<file path="src/rtl/note_label_pkg.sv">
// Shared glyph constants, frame geometry and FSM state type for the note label sequencer.
// The flat-notation option (NOTE_LABEL_FLAT_EN) is resolved in note_glyph_map.
package note_label_pkg;

  localparam int GLYPH_W = 9;

  localparam logic [GLYPH_W-1:0] LETTER_A     = 9'h008;
  localparam logic [GLYPH_W-1:0] LETTER_B     = 9'h010;
  localparam logic [GLYPH_W-1:0] LETTER_C     = 9'h018;
  localparam logic [GLYPH_W-1:0] LETTER_D     = 9'h020;
  localparam logic [GLYPH_W-1:0] LETTER_E     = 9'h028;
  localparam logic [GLYPH_W-1:0] LETTER_F     = 9'h030;
  localparam logic [GLYPH_W-1:0] LETTER_G     = 9'h038;
  localparam logic [GLYPH_W-1:0] NUMBER_BASE  = 9'h180;
  localparam logic [GLYPH_W-1:0] SYMBOL_SPACE = 9'h100;
  localparam logic [GLYPH_W-1:0] SYMBOL_HASH  = 9'h118;
  localparam logic [GLYPH_W-1:0] SYMBOL_FLAT  = 9'h110;
  localparam logic [GLYPH_W-1:0] INVALID      = 9'h0C0;

  localparam int SEMITONES    = 12;
  localparam int CHARS_PER_CH = 4;

  typedef enum logic [2:0] {
    ST_IDLE,
    ST_LOAD,
    ST_DIV,
    ST_EMIT,
    ST_DONE
  } state_t;

  function automatic logic [GLYPH_W-1:0] digit_glyph(input logic [3:0] d);
    return NUMBER_BASE + {2'b00, d, 3'b000};
  endfunction

endpackage

</file>
<file path="src/rtl/note_glyph_map.sv">
// Combinational map from (semitone, octave, valid, glyph index) to a font-ROM address.
// With NOTE_LABEL_FLAT_EN defined, accidentals are shown as the flat of the next letter.
module note_glyph_map
  import note_label_pkg::*;
#(
  parameter int OCT_W  = 4,
  parameter int ADDR_W = 9
) (
  input  logic [3:0]        semi,
  input  logic [OCT_W-1:0]  oct,
  input  logic              valid,
  input  logic [1:0]        k,
  output logic [ADDR_W-1:0] addr
);

  logic [GLYPH_W-1:0] letter_g;
  logic [GLYPH_W-1:0] acc_g;
  logic [GLYPH_W-1:0] digit_g;
  logic [GLYPH_W-1:0] glyph;

  always_comb begin
    letter_g = INVALID;
    acc_g    = SYMBOL_SPACE;
    case (semi)
      4'd0:  letter_g = LETTER_A;
      4'd1:  begin letter_g = LETTER_A; acc_g = SYMBOL_HASH; end
      4'd2:  letter_g = LETTER_B;
      4'd3:  letter_g = LETTER_C;
      4'd4:  begin letter_g = LETTER_C; acc_g = SYMBOL_HASH; end
      4'd5:  letter_g = LETTER_D;
      4'd6:  begin letter_g = LETTER_D; acc_g = SYMBOL_HASH; end
      4'd7:  letter_g = LETTER_E;
      4'd8:  letter_g = LETTER_F;
      4'd9:  begin letter_g = LETTER_F; acc_g = SYMBOL_HASH; end
      4'd10: letter_g = LETTER_G;
      4'd11: begin letter_g = LETTER_G; acc_g = SYMBOL_HASH; end
      default: letter_g = INVALID;
    endcase
`ifdef NOTE_LABEL_FLAT_EN
    // Octaves start at A, so G# wraps to Ab without touching the octave digit.
    if (acc_g == SYMBOL_HASH) begin
      acc_g    = SYMBOL_FLAT;
      letter_g = (letter_g == LETTER_G) ? LETTER_A : letter_g + 9'd8;
    end
`endif
    digit_g = (oct > OCT_W'(9)) ? INVALID : digit_glyph(oct[3:0]);
    if (!valid) begin
      letter_g = INVALID;
      acc_g    = INVALID;
      digit_g  = INVALID;
    end
    case (k)
      2'd0:    glyph = letter_g;
      2'd1:    glyph = acc_g;
      2'd2:    glyph = digit_g;
      default: glyph = SYMBOL_SPACE;
    endcase
  end

  assign addr = ADDR_W'(glyph);

endmodule

</file>
<file path="src/rtl/note_label_seq.sv">
// Snapshots NUM_CH note numbers and streams 4 glyph addresses per channel over valid/ready.
// Build option NOTE_LABEL_FLAT_EN selects flat instead of sharp accidentals (see note_glyph_map).
module note_label_seq
  import note_label_pkg::*;
#(
  parameter int NUM_CH = 4,
  parameter int NOTE_W = 6,
  parameter int ADDR_W = 9
) (
  input  logic                                       clk,
  input  logic                                       rst_n,
  input  logic                                       start,
  input  logic [NUM_CH*NOTE_W-1:0]                   notes_in,
  input  logic                                       char_ready,
  output logic                                       char_valid,
  output logic [ADDR_W-1:0]                          char_addr,
  output logic [((NUM_CH > 1) ? $clog2(NUM_CH) : 1)-1:0] char_chan,
  output logic                                       char_last,
  output logic                                       busy,
  output logic                                       frame_done
);

  localparam int CH_W  = (NUM_CH > 1) ? $clog2(NUM_CH) : 1;
  localparam int OCT_W = (NOTE_W - 3 < 4) ? 4 : NOTE_W - 3;

  state_t              state_reg;
  logic [CH_W-1:0]     ch_reg;
  logic [1:0]          k_reg;
  logic [NOTE_W-1:0]   rem_reg;
  logic [OCT_W-1:0]    oct_reg;
  logic                valid_reg;

  logic [NOTE_W-1:0]   note_w   [NUM_CH];
  logic [NOTE_W-1:0]   snap_reg [NUM_CH];
  logic [CH_W-1:0]     ch_next;
  logic [1:0]          k_sel;
  logic [ADDR_W-1:0]   glyph_addr;
  logic                last_ch;

  genvar gi;
  generate
    for (gi = 0; gi < NUM_CH; gi++) begin : g_snap
      assign note_w[gi] = notes_in[gi*NOTE_W +: NOTE_W];

      always_ff @(posedge clk or negedge rst_n) begin
        if (!rst_n) begin
          snap_reg[gi] <= '0;
        end else if (state_reg == ST_LOAD) begin
          snap_reg[gi] <= note_w[gi];
        end
      end
    end
  endgenerate

  assign ch_next = ch_reg + 1'b1;
  assign last_ch = (ch_reg == CH_W'(NUM_CH - 1));
  // Registered outputs are loaded one step ahead: glyph 0 on DIV exit, glyph k+1 on each transfer.
  assign k_sel   = (state_reg == ST_EMIT) ? k_reg + 2'd1 : 2'd0;

  note_glyph_map #(
    .OCT_W  (OCT_W),
    .ADDR_W (ADDR_W)
  ) u_map (
    .semi  (rem_reg[3:0]),
    .oct   (oct_reg),
    .valid (valid_reg),
    .k     (k_sel),
    .addr  (glyph_addr)
  );

  always_ff @(posedge clk or negedge rst_n) begin
    if (!rst_n) begin
      state_reg  <= ST_IDLE;
      ch_reg     <= '0;
      k_reg      <= '0;
      rem_reg    <= '0;
      oct_reg    <= '0;
      valid_reg  <= 1'b0;
      char_valid <= 1'b0;
      char_addr  <= '0;
      char_chan  <= '0;
      char_last  <= 1'b0;
      busy       <= 1'b0;
      frame_done <= 1'b0;
    end else begin
      case (state_reg)
        ST_IDLE: begin
          if (start) begin
            state_reg <= ST_LOAD;
            busy      <= 1'b1;
          end
        end
        ST_LOAD: begin
          // Snapshot is being written this edge, so channel 0 seeds from the live input.
          ch_reg    <= '0;
          rem_reg   <= note_w[0] - 1'b1;
          oct_reg   <= OCT_W'(1);
          valid_reg <= (note_w[0] != '0);
          state_reg <= ST_DIV;
        end
        ST_DIV: begin
          if (valid_reg && (rem_reg >= NOTE_W'(SEMITONES))) begin
            rem_reg <= rem_reg - NOTE_W'(SEMITONES);
            oct_reg <= oct_reg + 1'b1;
          end else begin
            state_reg  <= ST_EMIT;
            k_reg      <= '0;
            char_valid <= 1'b1;
            char_addr  <= glyph_addr;
            char_chan  <= ch_reg;
            char_last  <= 1'b0;
          end
        end
        ST_EMIT: begin
          if (char_ready) begin
            if (k_reg != 2'(CHARS_PER_CH - 1)) begin
              k_reg     <= k_reg + 2'd1;
              char_addr <= glyph_addr;
              char_last <= last_ch && (k_reg == 2'(CHARS_PER_CH - 2));
            end else begin
              char_valid <= 1'b0;
              char_last  <= 1'b0;
              if (last_ch) begin
                state_reg  <= ST_DONE;
                frame_done <= 1'b1;
              end else begin
                ch_reg    <= ch_next;
                rem_reg   <= snap_reg[ch_next] - 1'b1;
                oct_reg   <= OCT_W'(1);
                valid_reg <= (snap_reg[ch_next] != '0);
                state_reg <= ST_DIV;
              end
            end
          end
        end
        ST_DONE: begin
          frame_done <= 1'b0;
          busy       <= 1'b0;
          state_reg  <= ST_IDLE;
        end
        default: begin
          state_reg  <= ST_IDLE;
          char_valid <= 1'b0;
          busy       <= 1'b0;
          frame_done <= 1'b0;
        end
      endcase
    end
  end

endmodule
</file>
<file path="config.mk">
export PLATFORM = sky130hd
export DESIGN_NAME = note_label_seq
export DESIGN_NICKNAME = d
export VERILOG_FILES = /design/src/rtl/note_label_pkg.sv /design/src/rtl/note_glyph_map.sv /design/src/rtl/note_label_seq.sv
export SDC_FILE = /design/constraint.sdc
export NUM_CORES = 1
export LEC_CHECK = 0
export ABC_AREA = 1
export CAP_MARGIN = 20
export CORE_MARGIN = 2
export CORE_UTILIZATION = 49
export CTS_CLUSTER_DIAMETER = 100
export DETAILED_ROUTE_END_ITERATION = 16
export GPL_TIMING_DRIVEN = 0
export PLACE_DENSITY = 0.76
export SLEW_MARGIN = 20
export SYNTH_ARGS = -nofsm -noshare
export SYNTH_HDL_FRONTEND = slang
export SYNTH_SLANG_ARGS = --single-unit
</file>
<file path="constraint.sdc">
create_clock -name clk -period 1.9 [get_ports clk]
set_input_delay 0.285 -clock clk [delete_from_list [all_inputs] [get_ports clk]]
set_output_delay 0.285 -clock clk [all_outputs]
set_load 0.02 [all_outputs]
</file>
======== After elaboration in Yosys (flattened, before gate mapping) ========
Cells that the tools add are included.
storage, ports and cells
  logic and storage cells ................. 144
  flip-flop bits (word level) ............. 57
cells by class
  bitwise gates (word level) .............. 5
  muxes and demuxes ....................... 57
  equal/unequal tests ..................... 28
  reduce and logical (&&, ||, !) cells .... 28
  $add $sub $neg .......................... 7
  order comparisons ....................... 3
operators with widths
  cell                                               number
  case mux 8 bit (7 select lines)                    1
  two-way mux 9 bit                                  6
  two-way mux 6 bit                                  6
  case mux 9 bit (3 select lines)                    1
  AND reduction 4 bit                                5
  case mux 6 bit (3 select lines)                    1
  case mux 9 bit (2 select lines)                    1
  == test 4 x 3 -> 1 bit (second input constant)     4
  == test 4 bit (second input constant)              4
  two-way mux 4 bit                                  4
  != test 2 bit (second input constant)              8
  two-way mux 3 bit                                  5
  two-way mux 2 bit                                  7
  two-way mux 1 bit                                  13
  binary-select mux 6 bit (select 2 bit)             1
  case mux 3 bit (4 select lines)                    1
  case mux 4 bit (3 select lines)                    1
  nonzero test 6 bit                                 2
  subtractor 6 x 1 -> 6 bit (second input constant)  2
  OR reduction 2 bit                                 5
  adder 8 x 8 -> 9 bit (first input constant)        1
  OR reduction 3 bit                                 3
  == test 4 x 2 -> 1 bit (second input constant)     2
  two-way mux 8 bit                                  1
  other kinds (29)                                   43

======== Logic depth before layout (Yosys ltp) ========
  depth in word-level cells ............... 10
  depth in mapped cells ................... 16
  mapped depth without buffers ............ 15

======== Hierarchy ========
From an unflattened synthesis, not the netlist that was laid out.
second synthesis, totals
  cells, all modules ...................... 356
  area total of the unflattened synthesis .. 3130.5 um^2
by module, submodules not included
  module          cells an instance  area an instance (um^2)  times used
  note_label_seq  302                2876.5                   1
  note_glyph_map  54                 254.0                    1

======== Worst setup path before layout ========
Ideal clock, no wire load.
  path type ............................... reg2reg
  from .................................... register ch_reg[0]
  to ...................................... register rem_reg[2]
  stages on the path, launching flop included .. 12
  arrival ................................. 1.788 ns
  setup time .............................. 0.128 ns
  slack ................................... -0.016 ns
  cells stage by stage .................... dfrtp_1 ha_1 inv_1 nand3_1 nand2_1 o21ai_1 inv_1 ha_1 inv_1 nor2_1 o21ai_0 a22oi_2
between the ends
  longest elaborated chain between the ends .. 10
  elaborated cells between the ends (all ways) .. 13
  those cells by class .................... add/sub: 2; eq/ne: 2; mux: 7; bitwise: 1; reduce/logical: 1
RTL lines
  item                                                  RTL line               text
  from (decl)                                           note_label_seq.sv:27   logic [CH_W-1:0] ch_reg;
  from (signal assigned)                                note_label_seq.sv:127  ch_reg <= ch_next;
  adder 2 x 1 -> 2 bit                                  note_label_seq.sv:55   assign ch_next = ch_reg + 1'b1;
  NOT 2 -> 3 bit (implied by the code)                  note_label_seq.sv:128  rem_reg <= snap_reg[ch_next] - 1'b1;
  binary-select mux 6 bit (select 2 bit)                note_label_seq.sv:128
  two-way mux 6 bit (implied by the code) (2 in a row)  note_label_seq.sv:128
  subtractor 6 x 1 -> 6 bit                             note_label_seq.sv:128
  two-way mux 6 bit                                     note_label_seq.sv:123  if (last_ch) begin
  two-way mux 6 bit                                     note_label_seq.sv:116  if (k_reg != 2'(CHARS_PER_CH - 1)) begin
  two-way mux 6 bit                                     note_label_seq.sv:115  if (char_ready) begin
  case mux 6 bit (3 select lines)                       note_label_seq.sv:86   case (state_reg)
  to (signal assigned)                                  note_label_seq.sv:96   rem_reg <= note_w[0] - 1'b1;
  to (signal assigned)                                  note_label_seq.sv:103  rem_reg <= rem_reg - NOTE_W'(SEMITONES);
  to (signal assigned)                                  note_label_seq.sv:128
  to (decl)                                             note_label_seq.sv:29   logic [NOTE_W-1:0] rem_reg;
Parallel ways exist; a longest one is shown, timed or not. The select of a mux whose other input is x is not followed.
A chain may end at the register's enable or synchronous reset.

======== Worst setup path after layout ========
  from .................................... register ch_reg[0]
  to ...................................... register rem_reg[4]
Same word-level chain as after synthesis.

==> impl_results.md <==
- Status: finished with violations
- Failing checks: setup timing
- Number of nets in the layout: 498
- Synth unique cells: 36
- Setup slack at placement: -341 ps
- Vias: 2684
- Count leader, synth: nand2_1
- FP Rows: 28
- R2R setup slack: -50 ps
- Sequential fraction of the synthesis area: 44.5%
- CP max stage delay: 450 ps
- First-pass GRT wire length: 11600 um
- Kind of critical path: flip-flop to flip-flop
- Clk_lat worst skew: 310 ps
- CP max-delay cell: dfrtp_2
- GPL Wtd Cong: 0.853
- Max-cap violations: 0
- Fin. max-slew vios: 0
- Dpl cell area: 0.00354 mm^2
- TritonRoute pass-1 iters: 4
- PwrDens: 2000 mW/mm^2
- Cts-stage hold buffer count: 0
- Buffers added on ports: 39
- Critical path cell sequence: ha_4 > clkinvlp_4 > nand3_2 > nand2_2 > o21ai_2 > inv_2 > ha_4 > inv_2 > nor2_4 > nand4_1 > nand3_1 > nand2_1 > nand2_1
- Area of the core: 0.00596 mm^2
- Post-synth ARST share: 100%
- Fin Clk Skew: 4.89 ps
- Io pins: 43
- Dpl hpwl: 4930 um
- Clock tree buffer depth: 2
- Clk sinks: 54
- DR vias/cell: 5.05
- Hold violation total from the final report: 0
- Post-synthesis cell type with the largest combined area: dfrtp_1
- Wire per inst: 12.9 um
- Final WS setup: -52.3 ps
- Post-Synthesis Cells: 403
- Residual DRC: 0
- Hold Path Class: primary input to async pin
- Antenna violations before repair: 0
- Reg2reg end: rem_reg[4]
- CP bufs+invs: 3
- H-tree depth: 2
- Setup-failing EPs final: 3
- Initial core utilization: 51.0%
- WL final: 6880 um
- Worst R2R Path Depth: 13
- Crit path DAT: 2160 ps
- Leak: 0.00190 uW
- CP endpoint kind: flip-flop
- Final worst path period need: 1950 ps
- Clk slew on worst S/H paths: 90 ps
- Max reg flops: 24
- Worst R2R Start: ch_reg[0]
- Period utilisation layout: 103%
- Dpl cells: 519
- Layout cells sized above 1: 13.8%
- WP depth: 13
- Die width: 82.8 um
- CTS tree: done
- Ys flop type: dfrtp_1
- WP data required: 2110 ps
- Synthesis warning total: 0
- Synthesized flop and latch total: 54
- Antenna cells: 0
- Mean Syn Cell Area: 7.54 um^2
- Fmax: 512 MHz
- Non-Filler Instances: 532
- Largest net degree at the start of global routing: 55
- Worst Setup Start Kind: flip-flop
- Root buffer cell: clkbuf_8
- Max FO, Critical Path: 4
- DR iter-0 viols: 162
- Top post-synthesis cells by area: dfrtp_1 (44%), nand2_1 (20%), nand3_1 (5.6%), ha_1 (4.9%), inv_1 (3.8%)
- RSZ-0062 raised after global routing: true
- CTS buffer count: 5
- Vias in the first global route: 2653
- Die area: 0.00685 mm^2
- Relative slew slack: 55.6%
- # fillers: 533
- Max VDD drop: 0.886 mV
- Final ANT Viol Nets: 0
- Overflow after GRT: 0
- Synth top cells by count: nand2_1 (165), dfrtp_1 (54), nand3_1 (34), inv_1 (31)
- Actual slew at the worst max-slew pin: 666 ps
- CP delay by family, top: adder cells
- GRT Total Usage: 21.8%
- P&R area growth vs syn: 23.7%
- Yosys top cell area share: 44.5%
- Fin area: 0.00376 mm^2
- Synth Cell Area: 0.00304 mm^2
- Number of flops mapped to enable cells by yosys: 0
- Die Ht: 82.8 um
through the flow:
step / utilization (%) / hold WS (ps) / power (uW) / setup TNS, ps
after floorplan: - / -10.6 / 5200 / 0
after global placement: 59.5 / 456 / 6170 / -58810
after detailed placement: 59.5 / 374 / 6310 / -741
after CTS: 62.0 / 45.6 / 7220 / -44.2
after global routing: 63.1 / 59.9 / 8230 / -657
final: 63.1 / 14.5 / 7500 / -86.0
cells by family after synthesis:
kind of cell             after synthesis  synth area share [%]
buffers and inverters                 49                  7.04
AND/OR/NAND/NOR                      236                  33.2
flip-flops                            54                  44.5
adder cells (fa/ha/maj)               12                  4.94
XOR/XNOR                               3                 0.865
other                                  1                 0.123
AO/OA/AOI/OAI                         48                  9.39
area by class of cell:
type | count | area, um^2 | share of cell area [%]
plain buffers | 12 | 73.8 | 1.96
clock buffers | 6 | 82.6 | 2.20
inverters | 36 | 141 | 3.76
multi-input cells | 302 | 1550 | 41.3
flip-flops and latches | 54 | 1350 | 36.0
well taps | 75 | 93.8 | 2.50
repair buffers | 47 | 460 | 12.3
metal layers:
metal  wire length (um)  GRT usage (%)
met3                239           3.48
met2               3490           38.5
met5                  0              0
met1               3090           27.3
met4                 59           6.56
where the power goes:
group,leakage [uW],switching (uW),internal [uW],total (uW)
Sequential,0.000667,413,1700,2110
Combinational,0.00119,2880,1860,4740
Clock,0.0000431,367,282,649
worst max-delay path by stage:
| stage | to | slack [ps] | start |
|---|---|---|---|
| 6_report | rem_reg[4] | -50 | ch_reg[0] |
| 5_1_grt | rem_reg[4] | -160 | state_reg[2] |
| 4_1_cts | rem_reg[4] | -40 | ch_reg[0] |
| 3_5_place_dp | rem_reg[2] | -340 | ch_reg[0] |
| 3_3_place_gp | snap_reg[17] | -1080 | rst_n |
| 2_1_floorplan | rem_reg[2] | 60 | ch_reg[0] |
worst reg2reg max path, cell delays in order (launching register included):
cell and delay [ps]:
dfrtp_2 450, ha_4 330, clkinvlp_4 140, nand3_2 110, nand2_2 50, o21ai_2 160, inv_2 80, ha_4 170
inv_2 60, nor2_4 40, nand4_1 70, nand3_1 80, nand2_1 70, nand2_1 50
layout by cell type, fill, tap and decap left out, drive strengths merged:
cell,netlist,final
a21o,1,1
a21oi,16,16
a22o,1,1
a22oi,1,1
a2bb2oi,1,1
buf,9,17
clkbuf,4,10
clkdlybuf4s50,0,38
clkinvlp,0,1
conb,1,3
dfrtp,54,54
ha,12,12
inv,36,35
nand2,169,169
nand3,35,35
nand4,3,3
nor2,26,26
o2111ai,1,1
o211ai,4,4
o21a,1,1
o21ai,20,20
o22ai,1,1
o31ai,1,1
or2,3,3
xor2,3,3
timing repair:
item	CTS	global route
gates resized for setup	13	10
endpoints found under the setup margin	6	13
setup buffers	6	2
pin swaps	7	7
Note: power is estimated with default switching activity, not from simulation.
